## src/rtl/sum_uart_tx.sv

```systemverilog
// rtl/sum_uart_tx.sv - UART 8N1 transmitter for the adder sum, valid/ready input, clock-enable gated.
// Outputs are registered; frame length is exactly 10*CLKS_PER_BIT enabled cycles.
module sum_uart_tx #(
  parameter int unsigned CLKS_PER_BIT = 16,
  localparam int unsigned CNT_W = $clog2(CLKS_PER_BIT)
) (
  input  logic       clk,
  input  logic       rst_n,
  input  logic       ena,
  input  logic [7:0] in_data,
  input  logic       in_valid,
  output logic       in_ready,
  output logic       tx,
  output logic       busy,
  output logic       frame_done
);

  if (CLKS_PER_BIT < 2 || CLKS_PER_BIT > 65535) begin : g_bad_clks_per_bit
    $error("sum_uart_tx: CLKS_PER_BIT must be in 2..65535");
  end

  typedef enum logic [1:0] {
    S_IDLE,
    S_START,
    S_DATA,
    S_STOP
  } state_t;

  localparam logic [CNT_W-1:0] CNT_LAST = CNT_W'(CLKS_PER_BIT - 1);
  localparam logic [CNT_W-1:0] CNT_ONE  = CNT_W'(1);

  state_t           state_q, state_d;
  logic [CNT_W-1:0] cnt_q, cnt_d;
  logic [2:0]       bit_idx_q, bit_idx_d;
  logic [7:0]       shift_q, shift_d;
  logic             tx_q, tx_d;
  logic             ready_q, ready_d;
  logic             busy_q, busy_d;
  logic             done_q, done_d;
  logic             cnt_last;

  assign cnt_last = (cnt_q == CNT_LAST);

  always_ff @(posedge clk or negedge rst_n) begin
    if (!rst_n) begin
      state_q   <= S_IDLE;
      cnt_q     <= '0;
      bit_idx_q <= '0;
      shift_q   <= '0;
      tx_q      <= 1'b1;
      ready_q   <= 1'b1;
      busy_q    <= 1'b0;
      done_q    <= 1'b0;
    end else begin
      state_q   <= state_d;
      cnt_q     <= cnt_d;
      bit_idx_q <= bit_idx_d;
      shift_q   <= shift_d;
      tx_q      <= tx_d;
      ready_q   <= ready_d;
      busy_q    <= busy_d;
      done_q    <= done_d;
    end
  end

  // With ena low every register keeps its value, including a pending frame_done.
  always_comb begin
    state_d   = state_q;
    cnt_d     = cnt_q;
    bit_idx_d = bit_idx_q;
    shift_d   = shift_q;
    tx_d      = tx_q;
    ready_d   = ready_q;
    busy_d    = busy_q;
    done_d    = done_q;

    if (ena) begin
      done_d = 1'b0;
      case (state_q)
        S_IDLE: begin
          tx_d = 1'b1;
          if (in_valid && ready_q) begin
            shift_d = in_data;
            state_d = S_START;
            tx_d    = 1'b0;
            cnt_d   = '0;
            ready_d = 1'b0;
            busy_d  = 1'b1;
          end
        end
        S_START: begin
          if (cnt_last) begin
            cnt_d     = '0;
            state_d   = S_DATA;
            bit_idx_d = 3'd0;
            tx_d      = shift_q[0];
          end else begin
            cnt_d = cnt_q + CNT_ONE;
          end
        end
        S_DATA: begin
          if (cnt_last) begin
            cnt_d = '0;
            if (bit_idx_q == 3'd7) begin
              state_d = S_STOP;
              tx_d    = 1'b1;
            end else begin
              bit_idx_d = bit_idx_q + 3'd1;
              shift_d   = {1'b0, shift_q[7:1]};
              tx_d      = shift_q[1];
            end
          end else begin
            cnt_d = cnt_q + CNT_ONE;
          end
        end
        S_STOP: begin
          if (cnt_last) begin
            cnt_d   = '0;
            state_d = S_IDLE;
            tx_d    = 1'b1;
            ready_d = 1'b1;
            busy_d  = 1'b0;
            done_d  = 1'b1;
          end else begin
            cnt_d = cnt_q + CNT_ONE;
          end
        end
        default: begin
          state_d = S_IDLE;
          tx_d    = 1'b1;
          ready_d = 1'b1;
          busy_d  = 1'b0;
        end
      endcase
    end
  end

  assign in_ready   = ready_q;
  assign tx         = tx_q;
  assign busy       = busy_q;
  assign frame_done = done_q;

endmodule

```

## config.mk

```make
export PLATFORM = sky130hd
export DESIGN_NAME = sum_uart_tx
export DESIGN_NICKNAME = d
export VERILOG_FILES = /design/src/rtl/sum_uart_tx.sv
export SDC_FILE = /design/constraint.sdc
export NUM_CORES = 1
export LEC_CHECK = 0
export BUFFER_PORTS_ARGS = -buffer_cell sky130_fd_sc_hd__clkbuf_2
export CAP_MARGIN = 40
export CORE_MARGIN = 1
export CORE_UTILIZATION = 55
export CTS_BUF_LIST = sky130_fd_sc_hd__clkbuf_2
export DETAILED_ROUTE_END_ITERATION = 10
export PLACE_DENSITY = 0.88
export REMOVE_ABC_BUFFERS = 1
export SYNTH_ARGS = -nofsm -noshare
export SYNTH_HDL_FRONTEND = slang
export SYNTH_SLANG_ARGS = --single-unit
export TNS_END_PERCENT = 5
```

## constraint.sdc

```tcl
create_clock -name clk -period 2.1 [get_ports clk]
set_input_delay 0.42 -clock clk [delete_from_list [all_inputs] [get_ports clk]]
set_output_delay 0.42 -clock clk [all_outputs]
set_load 0.02 [all_outputs]
```

==> results of run 1 <==
==> metrics by stage <==
stage	total power (uW)	util, %	hold WS (ns)	setup slack (ns)
floorplan	1310	-	0.124	0.103
global route	1830	66.8	0.0349	0.101
finish	1710	66.8	0.00954	0.190
detailed placement	1530	65.7	0.416	0.207
CTS	1700	66.7	0.0190	0.151
global placement	1470	65.7	0.413	0.334
==> power by group through the flow <==
stage          Sequential (uW)  Combinational [uW]  Clock [uW]
2_1_floorplan              671                 636           0
3_3_place_gp               676                 798           0
3_5_place_dp               688                 844           0
4_1_cts                    678                 848         176
5_1_grt                    704                 941         185
6_report                   683                 853         173
==> cells in the final DEF, fill, tap and decap left out, drive strengths merged, types with 3 or more instances in the layout <==
cell    count
ha          8
a22o        4
buf         3
clkbuf     18
mux2i       7
nand2      13
inv         5
o21ai      22
dfrtp      19
nor2        4
==> sequential cells by signal, indices dropped and copies added, names as in the netlist <==
name        count
state_q         2
busy            1
shift_q         8
cnt_q           4
bit_idx_q       3
tx              1
in_ready        1
frame_done      1
==> how the worst max path moves through the flow <==
stage          startpoint         end  slack, ns  cells past startpoint
2_1_floorplan  state_q[0]  shift_q[3]       0.10                      6
5_1_grt        state_q[1]    cnt_q[2]       0.10                      6
4_1_cts        state_q[0]  shift_q[3]       0.15                      6
3_3_place_gp   state_q[0]  shift_q[7]       0.33                      6
3_5_place_dp   state_q[0]  shift_q[3]       0.21                      6
6_report       state_q[1]    cnt_q[2]       0.19                      6
==> per-layer routing <==
| metal | vias up | GRT usage, % | part of all wire [%] |
|---|---|---|---|
| met5 | - | 0 | 0 |
| met4 | 0 | 15.2 | 2.9 |
| met3 | 6 | 4.05 | 3.6 |
| met2 | 33 | 36.1 | 47 |
| met1 | 466 | 29.5 | 47 |
| li1 | 461 | - | - |
==> Yosys cell counts, drive strengths merged (2+ instances only) <==
master and count:
dfrtp 19, nand3 2, a22o 4, o21ai 22, buf 3, nand2 13, a21o 2, inv 5
a21oi 2, a32oi 2, ha 8, nor2 4, mux2 2, mux2i 7, dfstp 2
==> area by class of cell <==
| cell class | count | area (um2) |
|---|---|---|
| clock buffers | 3 | 15.0 |
| clock inverters | 1 | 5.00 |
| fillers | 164 | 671 |
| inverters | 5 | 18.8 |
| multi-input cells | 85 | 653 |
| flip-flops and latches | 21 | 528 |
| well taps | 27 | 33.8 |
| repair buffers | 18 | 97.6 |
==> logic make-up after synthesis <==
family | share of synthesized area, %
AND/OR/NAND/NOR | 12.2
flip-flops | 43.0
AO/OA/AOI/OAI | 24.7
multiplexers | 7.84
buffers and inverters | 4.07
adder cells (fa/ha/maj) | 8.15
==> worst max-delay path, delay by kind of cell, from the launching register on <==
kind	cells	cell delay, ns
DFF	1	0.46
and+or+nand+nor	2	0.62
adders and majority gates	1	0.25
buffers and inverters	1	0.10
AOI/OAI and AO/OA	2	0.37
==> flow_summary.ini, run 1 <==
[sta]
fmax_ghz = 0.524
relSlewSlack_pct = 65.3
finalSetupViolCount = 0
grt_setup_unrepaired = false
worst_pin_slew_ns = 0.520
finClkSkew_ns = 0.0123
finalCriticalPeriod_ns = 1.91
drv_slew = 0
fin_setup_tns_ns = 0
hold_violations = 0
period_share_pct = 90.9

[clocking]
clockBufferDepth = 2
numCtsBuffers = 3
clock-sinks = 21
cts_tree = yes
insertion_delay_ns = 0.33
cts_hold_buf = 0
cts_setup_buffers = 0
cts_max_level = 1
path_clk_slew_ns = 0.21
cts_resized = 0
root_buffer = clkbuf_2

[route]
dr.pass1.iters = 4
drt_iter0_drc = 14
via_per_inst = 6.04
wire_per_inst_um = 15.2
drtAntennaViolNets = 0
drt_wl_total_mm = 2.43
dr_total_vias = 966
post-route-drc-count = 0

[global_routing]
grt_pass1_wl_mm = 4.15
grt-ovfl-total = 0
first_global_vias = 925
antenna_found_initial = 0
grt_max_degree = 22
grt_usage_pct = 23.2

[setup_path]
timing.rr.start = state_q[1]
critical_path_class = flop to flop
critPathArrivalTime_ns = 2.14
reg2reg_to = cnt_q[2]
crit_path_top_delay_cell = or4b_1
critPathMaxStageDelay_ns = 0.48
cp.required_ns = 2.33
worstPathCellList = inv_1 -> ha_1 -> a21bo_2 -> nand2_4 -> or4b_1 -> o311ai_0
critPathCaptureType = flop
worst_r2r_path_depth = 6
cp_max_fo = 17
r2r_setup_slack_ns = 0.19
startpoint_type = flop

[synth]
synthArstFlopShare_pct = 100
yosysWarningCount = 0
netlist_area_um2 = 1230
synth_top_area_share_pct = 38.7
synth_area_leaders = dfrtp_1 39%, ha_1 8.1%, mux2i_1 5.7%, o21ai_0 5.7%, dfstp_2 4.3%
synth_top_area_cell = dfrtp_1
yosysUniqueCellTypes = 41
synth-seq-cells = 21
synthFlopType = dfrtp_1
ys_seq_area_share_pct = 43.0
synthCells = 115
synth_edf_count = 0
syn_avg_cell_area_um2 = 10.7

[placement]
port_buffers = 15
place_area_um2 = 1330
dp_hpwl_mm = 1.81
place_inst = 156
gp_congestion = 0.861

[floorplan]
die-area_um2 = 2430
rows = 16
core_um2 = 2020
die_y_um = 49.3
dieWidth_um = 49.3
start_util_pct = 60.8
pin_count = 16

[pwr]
swShare_pct = 42.6
power_frac_seq_pct = 40.0
combPwrFrac_pct = 49.9
leakagePower_uw = 0.000633
p_sw_uw = 727
intPower_uw = 981
power_density_nw_per_um2 = 1260
power_frac_clock_pct = 10.1
max-vdd-ir-drop_mv = 0.894

[finish]
finalNonFillerCells = 160
stdcell_area_um2 = 1350
nets = 154
area_growth_pct = 9.98
diodes = 0
drive_above_1_share_pct = 29.3

[hold_path]
hp-class = input pin to async pin

[status]
status = complete, no violations

[run]
cap_viol_max_count = 0
Note: power is estimated with default switching activity, not from simulation.
==> run 2: changes to the inputs <==
--- a/config.mk
+++ b/config.mk
@@ -11,6 +11,7 @@
 export CORE_UTILIZATION = 55
 export CTS_BUF_LIST = sky130_fd_sc_hd__clkbuf_2
 export DETAILED_ROUTE_END_ITERATION = 10
+export GPL_TIMING_DRIVEN = 0
 export PLACE_DENSITY = 0.88
 export REMOVE_ABC_BUFFERS = 1
 export SYNTH_ARGS = -nofsm -noshare
==> flow_summary.ini, run 2 (synthesis results as in run 1) <==
[global_routing]
grt-ovfl-total = 0
antenna_found_initial = 0
grt_max_degree = 22
first_global_vias = 909
grt_pass1_wl_mm = 4.15
grt_usage_pct = 22.7

[finish]
largestRegisters = shift_q x8, cnt_q x4, bit_idx_q x3
area_growth_pct = 9.37
final_core_util_pct = 66.5
nets = 151
diodes = 0
drive_above_1_share_pct = 28.5
regMostFlops = shift_q
largest_reg_flops = 8
layout_commonest_cell = dfrtp_1
layout_common_cells = 19 x dfrtp_1, 18 x clkbuf_2, 14 x o21ai_0

[placement]
gp_congestion = 0.816
dp_hpwl_mm = 1.71
port_buffers = 15

[sta]
grt_setup_unrepaired = false
fin_setup_tns_ns = 0
fmax_ghz = 0.502
period_share_pct = 94.9
finalCriticalPeriod_ns = 1.99
hold_violations = 0
drv_slew = 0
finalSetupViolCount = 0
finClkSkew_ns = 0.00387
worst_pin_slew_ns = 0.539
relSlewSlack_pct = 64.1

[clocking]
insertion_delay_ns = 0.33
clock-sinks = 21
cts_setup_buffers = 0
numCtsBuffers = 3
clockBufferDepth = 2
root_buffer = clkbuf_2
cts_max_level = 1
path_clk_slew_ns = 0.21
cts_tree = yes
cts_hold_buf = 0

[floorplan]
dieWidth_um = 49.3
start_util_pct = 60.8
rows = 16
die_y_um = 49.3
die-area_um2 = 2430
core_um2 = 2020
pin_count = 16

[route]
wire_per_inst_um = 15.2
drt_iter0_drc = 11
via_per_inst = 5.95
m1WireLength_mm = 1.02
wl_met2_mm = 1.26
drtAntennaViolNets = 0
wl_met3_um = 107
top_layer = met4
drt_wl_total_mm = 2.39
dr_total_vias = 934
post-route-drc-count = 0
dr.pass1.iters = 4

[setup_path]
critical_path_class = flop to flop
critPathCaptureType = flop
worstPathCellList = inv_1 -> ha_1 -> a21bo_2 -> nand2_4 -> or2_1 -> o21ai_1
critPathArrivalTime_ns = 2.23
cp.required_ns = 2.34
critPathMaxStageDelay_ns = 0.46
startpoint_type = flop
cp_max_fo = 17
crit_path_top_delay_cell = dfrtp_1

[pwr]
power_frac_clock_pct = 10.3
power_frac_seq_pct = 39.9
swShare_pct = 42.9
power_density_nw_per_um2 = 1270
leakagePower_uw = 0.000612
intPower_uw = 979
max-vdd-ir-drop_mv = 0.760
p_sw_uw = 734
combPwrFrac_pct = 49.9

[hold_path]
hp-class = input pin to async pin

[run]
cap_viol_max_count = 0

[status]
status = complete, no violations
-- run 2: cell count changes in the layout (fill, tap and decap cells not counted) --
cell	previous run	this run
clkinvlp_4	0	1
nor2b_1	1	0
ha_1	8	7
ha_4	0	1
buf_4	3	0
or2_1	0	1
clkinv_2	1	0
or2_4	1	0
nor2b_2	0	1
-- run 2: critical path: cells and delay by family, from the launching register on --
kind	cells	cell delay, ns
AO/OA/AOI/OAI	2	0.44
adder cells (fa/ha/maj)	1	0.30
buffers and inverters	1	0.18
flip-flops	1	0.46
AND/OR/NAND/NOR	2	0.51
-- run 2: worst paths after layout --
| path | start | end | slack (ns) | cells past startpoint |
|---|---|---|---|---|
| worst max-delay path | state_q[0] | shift_q[4] | 0.11 | 6 |
| worst min-delay path | rst_n | shift_q[0] | 0.02 | 1 |
| worst max register to register | state_q[0] | shift_q[4] | 0.11 | 6 |
| worst min register to register | shift_q[7] | shift_q[7] | 0.53 | 1 |
| max in group asynchronous | rst_n | in_ready | 1.71 | 1 |
| min in group clk | in_data[7] | shift_q[7] | 0.28 | 3 |
-- run 2: what timing repair did --
action                     4_1_cts  5_1_grt
hold endpoints to repair         0        0
gates resized for setup          2        1
setup endpoints to repair        9        1
cloned                           0        0
-- run 2: final cells by class --
cell class	instances	area, um2
tap	27	33.8
inverter	5	18.8
timing repair buffer	15	75.1
clock buffer	3	15.0
sequential	21	528
multi-input combinational	85	666
fill	158	678
clock inverter	1	7.51
-- run 2: power by group through the flow --
stage               clock network [uW]  logic [uW]  registers, uW
floorplan                            0         636            671
global route                       197         943            703
CTS                                180         844            678
finish                             176         854            683
global placement                     0         778            669
detailed placement                   0         821            685
-- run 2: metrics by stage --
step / instance area (um2) / power [uW] / hold slack (ns) / cells / worst slack [ns]
after detailed placement: 1310 / 1510 / 0.419 / 153 / -0.306
after global routing: 1340 / 1840 / 0.0247 / 157 / 0.00992
after global placement: 1310 / 1450 / 0.414 / 153 / -0.199
after CTS: 1340 / 1700 / 0.00989 / 157 / 0.157
after floorplan: 1200 / 1310 / 0.124 / 111 / 0.103
final: 1340 / 1710 / 0.0175 / 157 / 0.107
-- run 2: layer usage --
layer | vias to the layer above | track usage (%)
met3 | 3 | 5.61
met1 | 448 | 27.7
met5 | - | 0
li1 | 458 | -
met2 | 25 | 40.4
met4 | 0 | 4.41
